`config.mk`:
```
export PLATFORM = sky130hd
export DESIGN_NAME = fibo_seq_ctrl
export DESIGN_NICKNAME = d
export VERILOG_FILES = /design/src/rtl/fibo_seq_ctrl.sv
export SDC_FILE = /design/constraint.sdc
export NUM_CORES = 1
export LEC_CHECK = 0
export BUFFER_PORTS_ARGS = -buffer_cell sky130_fd_sc_hd__buf_2
export CORE_MARGIN = 5
export CORE_UTILIZATION = 57
export DETAILED_ROUTE_END_ITERATION = 6
export PLACE_DENSITY_LB_ADDON = 0.15
export SLEW_MARGIN = 10
export SYNTH_ARGS = -nofsm -noshare
export SYNTH_HDL_FRONTEND = slang
export SYNTH_SLANG_ARGS = --single-unit
```
`constraint.sdc`:
```
create_clock -name clk -period 2.83 [get_ports clk]
set_input_delay 0.849 -clock clk [delete_from_list [all_inputs] [get_ports clk]]
set_output_delay 0.849 -clock clk [all_outputs]
set_load 0.005 [all_outputs]
```
`src/rtl/fibo_seq_ctrl.sv`:
```
// Command-driven Fibonacci term sequencer with valid/ready output, done pulse and sticky overflow.
// Optional FIBO_SEQ_OVF_STOP_EN: end the run on the last term before the adder wraps.
module fibo_seq_ctrl #(
  parameter int unsigned WIDTH = 8,
  parameter int unsigned CNT_W = 6
) (
  input  logic             clk,
  input  logic             reset,
  input  logic             start,
  input  logic [CNT_W-1:0] num_terms,
  input  logic             abort,
  output logic [WIDTH-1:0] term_out,
  output logic             term_valid,
  input  logic             term_ready,
  output logic             term_last,
  output logic             busy,
  output logic             done,
  output logic             ovf
);

  typedef enum logic [1:0] {StIdle, StRun, StDone} state_e;

  state_e           state_q, state_d;
  logic [WIDTH-1:0] a_q, a_d, b_q, b_d;
  logic             b_ovf_q, b_ovf_d;
  logic             ovf_q, ovf_d;
  logic [CNT_W-1:0] idx_q, idx_d, cnt_q, cnt_d;

  logic [WIDTH:0]   sum;
  logic             in_run;
  logic             last_idx;
  logic             last;
  logic             hs;

  assign sum      = {1'b0, a_q} + {1'b0, b_q};
  assign in_run   = (state_q == StRun);
  assign last_idx = (idx_q == (cnt_q - CNT_W'(1)));

`ifdef FIBO_SEQ_OVF_STOP_EN
  // b already wrapped, so the current term is the last one that is exact.
  assign last = in_run & (last_idx | b_ovf_q);
`else
  assign last = in_run & last_idx;
`endif

  assign hs = in_run & term_ready;

  always_comb begin
    state_d = state_q;
    a_d     = a_q;
    b_d     = b_q;
    b_ovf_d = b_ovf_q;
    ovf_d   = ovf_q;
    idx_d   = idx_q;
    cnt_d   = cnt_q;
    unique case (state_q)
      StIdle: begin
        if (start) begin
          ovf_d = 1'b0;
          if (num_terms != '0) begin
            a_d     = '0;
            b_d     = WIDTH'(1);
            idx_d   = '0;
            cnt_d   = num_terms;
            b_ovf_d = 1'b0;
            state_d = StRun;
          end else begin
            state_d = StDone;
          end
        end
      end
      StRun: begin
        // Abort wins over a coincident handshake; that term is dropped.
        if (abort) begin
          state_d = StIdle;
        end else if (hs) begin
          if (last) begin
            state_d = StDone;
          end else begin
            a_d     = b_q;
            b_d     = sum[WIDTH-1:0];
            b_ovf_d = sum[WIDTH];
            ovf_d   = ovf_q | sum[WIDTH];
            idx_d   = idx_q + CNT_W'(1);
          end
        end
      end
      StDone: begin
        state_d = StIdle;
      end
      default: begin
        state_d = StIdle;
      end
    endcase
  end

  always_ff @(posedge clk or negedge reset) begin
    if (!reset) begin
      state_q <= StIdle;
      a_q     <= '0;
      b_q     <= '0;
      b_ovf_q <= 1'b0;
      ovf_q   <= 1'b0;
      idx_q   <= '0;
      cnt_q   <= '0;
    end else begin
      state_q <= state_d;
      a_q     <= a_d;
      b_q     <= b_d;
      b_ovf_q <= b_ovf_d;
      ovf_q   <= ovf_d;
      idx_q   <= idx_d;
      cnt_q   <= cnt_d;
    end
  end

  assign term_out   = a_q;
  assign term_valid = in_run;
  assign term_last  = last;
  assign busy       = in_run;
  assign done       = (state_q == StDone);
  assign ovf        = ovf_q;

endmodule
```
==> results of run 1 <==
-- worst min-delay path, cell delays in order (launching register included) --
cell	delay [ns]
dfrtp_1	0.37
nand2_1	0.05
nand2_1	0.06
-- sequential cells by signal, summed over array words and instances, names as in the netlist --
signal and cells:
idx_q 6, b_q 8, cnt_q 6, ovf 1, state_q 2, term_out 8
-- metrics by stage --
stage | setup TNS (ns) | hold slack, ns
6_report | -0.03273 | 0.5130
5_1_grt | -0.1093 | 0.5546
4_1_cts | 0 | 0.5138
3_5_place_dp | 0 | 0.4911
3_3_place_gp | 0 | 0.4808
2_1_floorplan | 0 | 0.4556
-- per-layer routing --
| layer | wire length, um | share of wire [%] |
|---|---|---|
| met5 | 0 | 0 |
| met4 | 61 | 1.6 |
| met3 | 216 | 5.7 |
| met2 | 1748 | 46 |
| met1 | 1768 | 47 |
-- final cells by class --
type,count,share of cell area (%)
clock buffer,6,2.467
clock inverter,1,0.2407
inverter,9,1.625
multi-input combinational,136,48.01
sequential,31,37.30
tap,44,2.647
timing repair buffer,29,7.702
-- worst max-delay path by stage --
| stage | slack (ns) | start | endpoint | cells after the start |
|---|---|---|---|---|
| 6_report | -0.03 | cnt_q[1]$_DFFE_PN0P_ | term_last | 7 |
| 3_3_place_gp | 0.14 | num_terms[5] | b_q[2]$_DFFE_PN0P_ | 7 |
| 2_1_floorplan | 0.37 | num_terms[5] | b_q[2]$_DFFE_PN0P_ | 6 |
| 3_5_place_dp | 0.02 | num_terms[5] | b_q[4]$_DFFE_PN0P_ | 7 |
| 4_1_cts | 0.02 | cnt_q[1]$_DFFE_PN0P_ | term_last | 7 |
| 5_1_grt | -0.11 | cnt_q[1]$_DFFE_PN0P_ | term_last | 7 |
-- synth_stat cells (2+ instances only) --
cell      instances  area share (%)
nand4_1           2            0.69
clkbuf_1          4            0.83
nand3_1           3            0.83
o21a_1            2            0.83
nor3_1            7             1.9
a21oi_1          11             3.0
nor2b_1           3             1.0
buf_4             2            0.83
o21ai_0           8             2.2
mux2i_1           4             2.2
nand2b_1          8             2.8
a22o_1            8             3.9
mux2_1            5             3.1
xnor2_1           4             1.9
inv_1             8             1.7
nand2_1          22             4.5
nor2_1            5             1.0
or3_1             3             1.0
dfrtp_1          31              43
and2_1            3             1.0
xor2_1            4             1.9
ha_1             10             6.9
-- repair_timing --
action | 4_1_cts | 5_1_grt
pin swaps | 0 | 4
resized for setup | 2 | 3
endpoints found under the setup margin | 1 | 1
buffers inserted | 1 | 2
-- layout by cell type (no fill, tap or decap), types with 4 or more instances in the layout --
cell / instances
a21oi_1: 11
xor2_1: 4
a22o_1: 8
nor2_1: 5
nor3_1: 7
mux2_1: 5
nand2b_1: 8
buf_4: 6
dfrtp_1: 31
xnor2_1: 4
o21ai_0: 8
buf_2: 23
ha_1: 9
mux2i_1: 4
inv_1: 6
nand2_1: 22
clkbuf_4: 5
-- cells by family (layout without fill, tap and decap cells) --
kind of cell             Yosys count  after routing  synth area share [%]
buffers and inverters             16             45                 3.787
XOR/XNOR                           8              8                 3.856
multiplexers                      10             10                 5.923
flip-flops                        31             31                 42.70
adder cells (fa/ha/maj)           11             11                 7.989
AND/OR/NAND/NOR                   66             66                 19.35
AO/OA/AOI/OAI                     41             41                 16.39
-- power groups by stage --
stage / clock (mW) / combinational [mW] / sequential (mW)
global route: 0.291 / 0.489 / 0.561
floorplan: 0 / 0.280 / 0.548
CTS: 0.273 / 0.404 / 0.551
global placement: 0 / 0.359 / 0.561
finish: 0.266 / 0.440 / 0.552
detailed placement: 0 / 0.375 / 0.564
==> qor.yml, run 1 <==
setup_path:
  crit_type: "reg -> out"
  ff2ff_path_depth: 8
  path_cells: "inv_2, ha_4, xor2_1, nand2_1, nor4b_4, and3_1, buf_2"
  worstSetupStartpointType: "flop"
  r2r-start: "cnt_q[1]$_DFFE_PN0P_"
  cp_top_family: "simple AND/OR/NAND/NOR gates"
  critPathBufInv: 2
  rrSetupSlack_ns: 0.42
  r2r-end: "b_q[4]$_DFFE_PN0P_"
  path_max_fanout: 4
  cpPeakStageDelay_ns: 0.39
  crit_required_ns: 1.98
  slowest_stage: "dfrtp_1"
  cp.arrival_ns: 2.01
  endpoint_kind: "output pin"
clock_network:
  cts_buffers: 5
  cts_root_buf: "clkbuf_4"
  cts_tree: "built"
  htree_levels: 2
  clock_sinks: 31
  ctsHoldBuffers: 0
  clkLatencyLatePin_ns: 0.33
  clkTransAtPathRegs_ns: 0.09
  clockBufferDepth: 2
finish:
  fin_cells: 256
  num-fill-cells: 238
  drive_gt1_share_pct: 21.70
  multi_input_area_um2: 998.5
  area.sequential_um2: 775.7
  postLayoutCellArea_um2: 2079
  antennaDiodeCount: 0
  fin_util_pct: 68.11
  nNetsFinal: 234
  area_delta_synth_final_pct: 14.46
logic_synthesis:
  synth.avg_cell_area_um2: 9.928
  synth.distinct_cells: 48
  ys_seq_area_share_pct: 42.70
  syn_nets: 205
  syn_area_um2: 1817
  ys_async_sr_fraction_pct: 100.0
  synthCells: 183
  synthFlopType: "dfrtp_1"
  synth-edff-count: 0
  ys_warn_count: 0
  ys_seq_elements: 31
grt:
  grt_pass1_wl_um: 6437
  grt_antenna_before_repair: 0
  top_usage_layer: "met2"
  overflow: 0
  grtUsageMet3_pct: 4.722
  grt_pass1_vias: 1422
  use_met2_pct: 30.48
  grt_max_degree: 32
  gr-usage-met1_pct: 25.67
  track_usage_pct: 19.30
detailed_routing:
  drc: 0
  drt_wl_total_um: 3794
  detail_route.iter0.violations: 124
  via_per_inst: 5.590
  ant_nets: 0
  routedWlPerCell_um: 14.82
  num_vias: 1431
  firstDrtPassIters: 4
power_and_ir_drop:
  comb_power_share_pct: 35.0
  power_density_nw_per_um2: 604.6
  power_leakage_nw: 1.018
  internal_power_mw: 0.8071
  p_clk_share_pct: 21.2
  ir_worst_vdd_mv: 0.3359
  p_switching_mw: 0.4500
  p_total_mw: 1.257
  seqPwrFrac_pct: 43.9
  switching_share_pct: 35.80
run:
  cap_violations: 0
sta:
  min_period_ns: 2.863
  rsz0062_at_grt: "true"
  maxSlewViolCount: 0
  setup_ws_ns: -0.03273
  fin_crit_sh_pct: 101.2
  worst_pin_slew_ns: 1.039
  setup_violations: 1
  hold_viol_final: 0
  skew_ns: 0.005363
  relSlewSlack_pct: 30.73
  fmax_ghz: 0.3493
min_path:
  holdPathStages: 2
  hold_path_class: "reg -> reg"
  holdCritStartpoint: "cnt_q[5]$_DFFE_PN0P_"
  holdPathEnd: "cnt_q[5]$_DFFE_PN0P_"
place:
  place_inst: 246
  portBuffers: 23
  dp_slack_ns: 0.02226
  place.gp.congestion: 0.8422
  place_area_um2: 1974
  dp_hpwl_um: 2838
floorplanning:
  fp.dieW_um: 66.46
  rows: 20
  die_y_um: 66.46
  coreArea_um2: 3053
  ioPinCount: 24
  die_area_um2: 4416
  start_util_pct: 59.51
outcome:
  violations: "negative setup slack"
  status: "finished, violations left"
Power figures use the tool's default switching activity.
==> inputs of run 2 (changes only) <==
--- a/config.mk
+++ b/config.mk
@@ -7,7 +7,7 @@
 export LEC_CHECK = 0
 export BUFFER_PORTS_ARGS = -buffer_cell sky130_fd_sc_hd__buf_2
 export CORE_MARGIN = 5
-export CORE_UTILIZATION = 57
+export CORE_UTILIZATION = 51
 export DETAILED_ROUTE_END_ITERATION = 6
 export PLACE_DENSITY_LB_ADDON = 0.15
 export SLEW_MARGIN = 10
==> constraint.sdc (replaced) <==
create_clock -name clk -period 2.6 [get_ports clk]
set_input_delay 0.78 -clock clk [delete_from_list [all_inputs] [get_ports clk]]
set_output_delay 0.78 -clock clk [all_outputs]
set_load 0.005 [all_outputs]
==> qor.yml, run 2 (synthesis gave the netlist of run 1 again) <==
grt:
  grt_antenna_before_repair: 0
  overflow: 0
  grt_pass1_vias: 1475
  grt_pass1_wl_um: 6658
  track_usage_pct: 17.15
  grt_max_degree: 32
power_and_ir_drop:
  comb_power_share_pct: 36.3
  power_density_nw_per_um2: 675.4
  ir_worst_vdd_mv: 0.3756
  internal_power_mw: 0.9455
  seqPwrFrac_pct: 41.4
  p_clk_share_pct: 22.4
  p_total_mw: 1.462
  switching_share_pct: 35.32
  power_leakage_nw: 1.053
  p_switching_mw: 0.5164
floorplanning:
  fp.dieW_um: 69.69
  die_y_um: 69.69
  die_area_um2: 4856
  start_util_pct: 53.60
  ioPinCount: 24
  rows: 21
  coreArea_um2: 3390
clock_network:
  clkLatencyLatePin_ns: 0.34
  clkTransAtPathRegs_ns: 0.10
  cts_buffers: 5
  ctsHoldBuffers: 0
  clock_sinks: 31
  cts_tree: "built"
  clockBufferDepth: 2
  htree_levels: 2
  cts_root_buf: "clkbuf_4"
setup_path:
  path_max_fanout: 3
  critPathBufInv: 1
  endpoint_kind: "output pin"
  path_cells: "xor2_1, nand4_1, o31ai_4, and3_1, buf_2"
  cp.arrival_ns: 1.86
  cp_top_family: "simple AND/OR/NAND/NOR gates"
  worstSetupStartpointType: "flop"
  cpPeakStageDelay_ns: 0.45
  crit_required_ns: 1.82
  slowest_stage: "dfrtp_1"
  crit_type: "reg -> out"
sta:
  maxSlewViolCount: 0
  rsz0062_at_grt: "true"
  setup_violations: 1
  hold_viol_final: 0
  worst_pin_slew_ns: 0.6733
  min_period_ns: 2.640
  fmax_ghz: 0.3788
  relSlewSlack_pct: 55.11
  setup_ws_ns: -0.03957
  skew_ns: 0.01007
  fin_crit_sh_pct: 101.5
place:
  place_area_um2: 1992
  portBuffers: 23
  place.gp.congestion: 0.8210
  place_inst: 250
  dp_slack_ns: -0.06025
  dp_hpwl_um: 2766
detailed_routing:
  drc: 0
  detail_route.iter0.violations: 102
  num_vias: 1444
  via_per_inst: 5.470
  firstDrtPassIters: 4
  ant_nets: 0
  drt_wl_total_um: 3822
  routedWlPerCell_um: 14.48
finish:
  num-fill-cells: 278
  drive_gt1_share_pct: 25.23
  nNetsFinal: 239
  area_delta_synth_final_pct: 19.15
  final_common_cell: "dfrtp_1"
  mostFrequentLayoutCells: "31 x dfrtp_1, 23 x buf_2, 22 x nand2_1"
  postLayoutCellArea_um2: 2165
  fin_cells: 264
  antennaDiodeCount: 0
  fin_util_pct: 63.86
outcome:
  status: "finished, violations left"
  violations: "negative setup slack"
run:
  cap_violations: 0
min_path:
  hold_path_class: "in -> async"
[run 2: cell count changes in the layout (fill, tap and decap cells not counted), sizes merged]
| cell | previous run | this run |
|---|---|---|
| clkinv | 2 | 1 |
| buf | 29 | 34 |
| clkbuf | 6 | 8 |
[run 2: layout make-up]
class	instances	area [um2]	area share (%)
well taps	46	57.56	2.659
inverters	9	33.78	1.561
flip-flops and latches	31	775.7	35.84
multi-input cells	136	1031	47.63
clock buffers	8	68.82	3.179
repair buffers	34	197.7	9.133
[run 2: path summary, 6_finish.rpt]
kind,slack (ns),cells past startpoint,to,from
min reg2reg,0.51,2,cnt_q[5]$_DFFE_PN0P_,cnt_q[5]$_DFFE_PN0P_
max,-0.04,5,term_last,cnt_q[4]$_DFFE_PN0P_
min,0.46,1,term_out[2]$_DFFE_PN0P_,reset
max in group asynchronous,1.70,1,cnt_q[5]$_DFFE_PN0P_,reset
min in group clk,0.51,2,cnt_q[5]$_DFFE_PN0P_,cnt_q[5]$_DFFE_PN0P_
max reg2reg,0.28,8,b_q[4]$_DFFE_PN0P_,cnt_q[1]$_DFFE_PN0P_
[run 2: timing repair]
item,4_1_cts,5_1_grt
pin swaps,5,4
gates resized for setup,6,5
setup buffers,5,1
endpoints found under the setup margin,1,4
cloned,0,0
[run 2: per-layer routing]
metal | part of all wire, % | track usage, % | vias to the layer above
met5 | 0 | 0 | -
met4 | 2.4 | 9.362 | 0
met3 | 5.7 | 4.203 | 7
met2 | 44 | 26.38 | 39
met1 | 48 | 22.09 | 675
li1 | - | - | 723
[run 2: worst register-to-register path: cells and delay by family, from the launching register on]
family,cells,cell delay [ns]
and+or+nand+nor,4,0.99
DFF,1,0.41
muxes,1,0.35
buffers and inverters,2,0.34
xor gates and xnor gates,1,0.13
[run 2: through the flow]
| stage | setup TNS, ns | hold WS [ns] |
|---|---|---|
| after CTS | -0.07660 | 0.4862 |
| after floorplan | 0 | 0.4556 |
| after global routing | -0.1265 | 0.5290 |
| after global placement | 0 | 0.4793 |
| final | -0.03957 | 0.4601 |
| after detailed placement | -0.2461 | 0.4981 |
[run 2: power by group through the flow]
stage	registers, mW	logic [mW]	clock network [mW]
3_3_place_gp	0.611	0.396	0
2_1_floorplan	0.596	0.305	0
5_1_grt	0.617	0.592	0.344
4_1_cts	0.601	0.490	0.333
3_5_place_dp	0.613	0.411	0
6_report	0.605	0.530	0.327
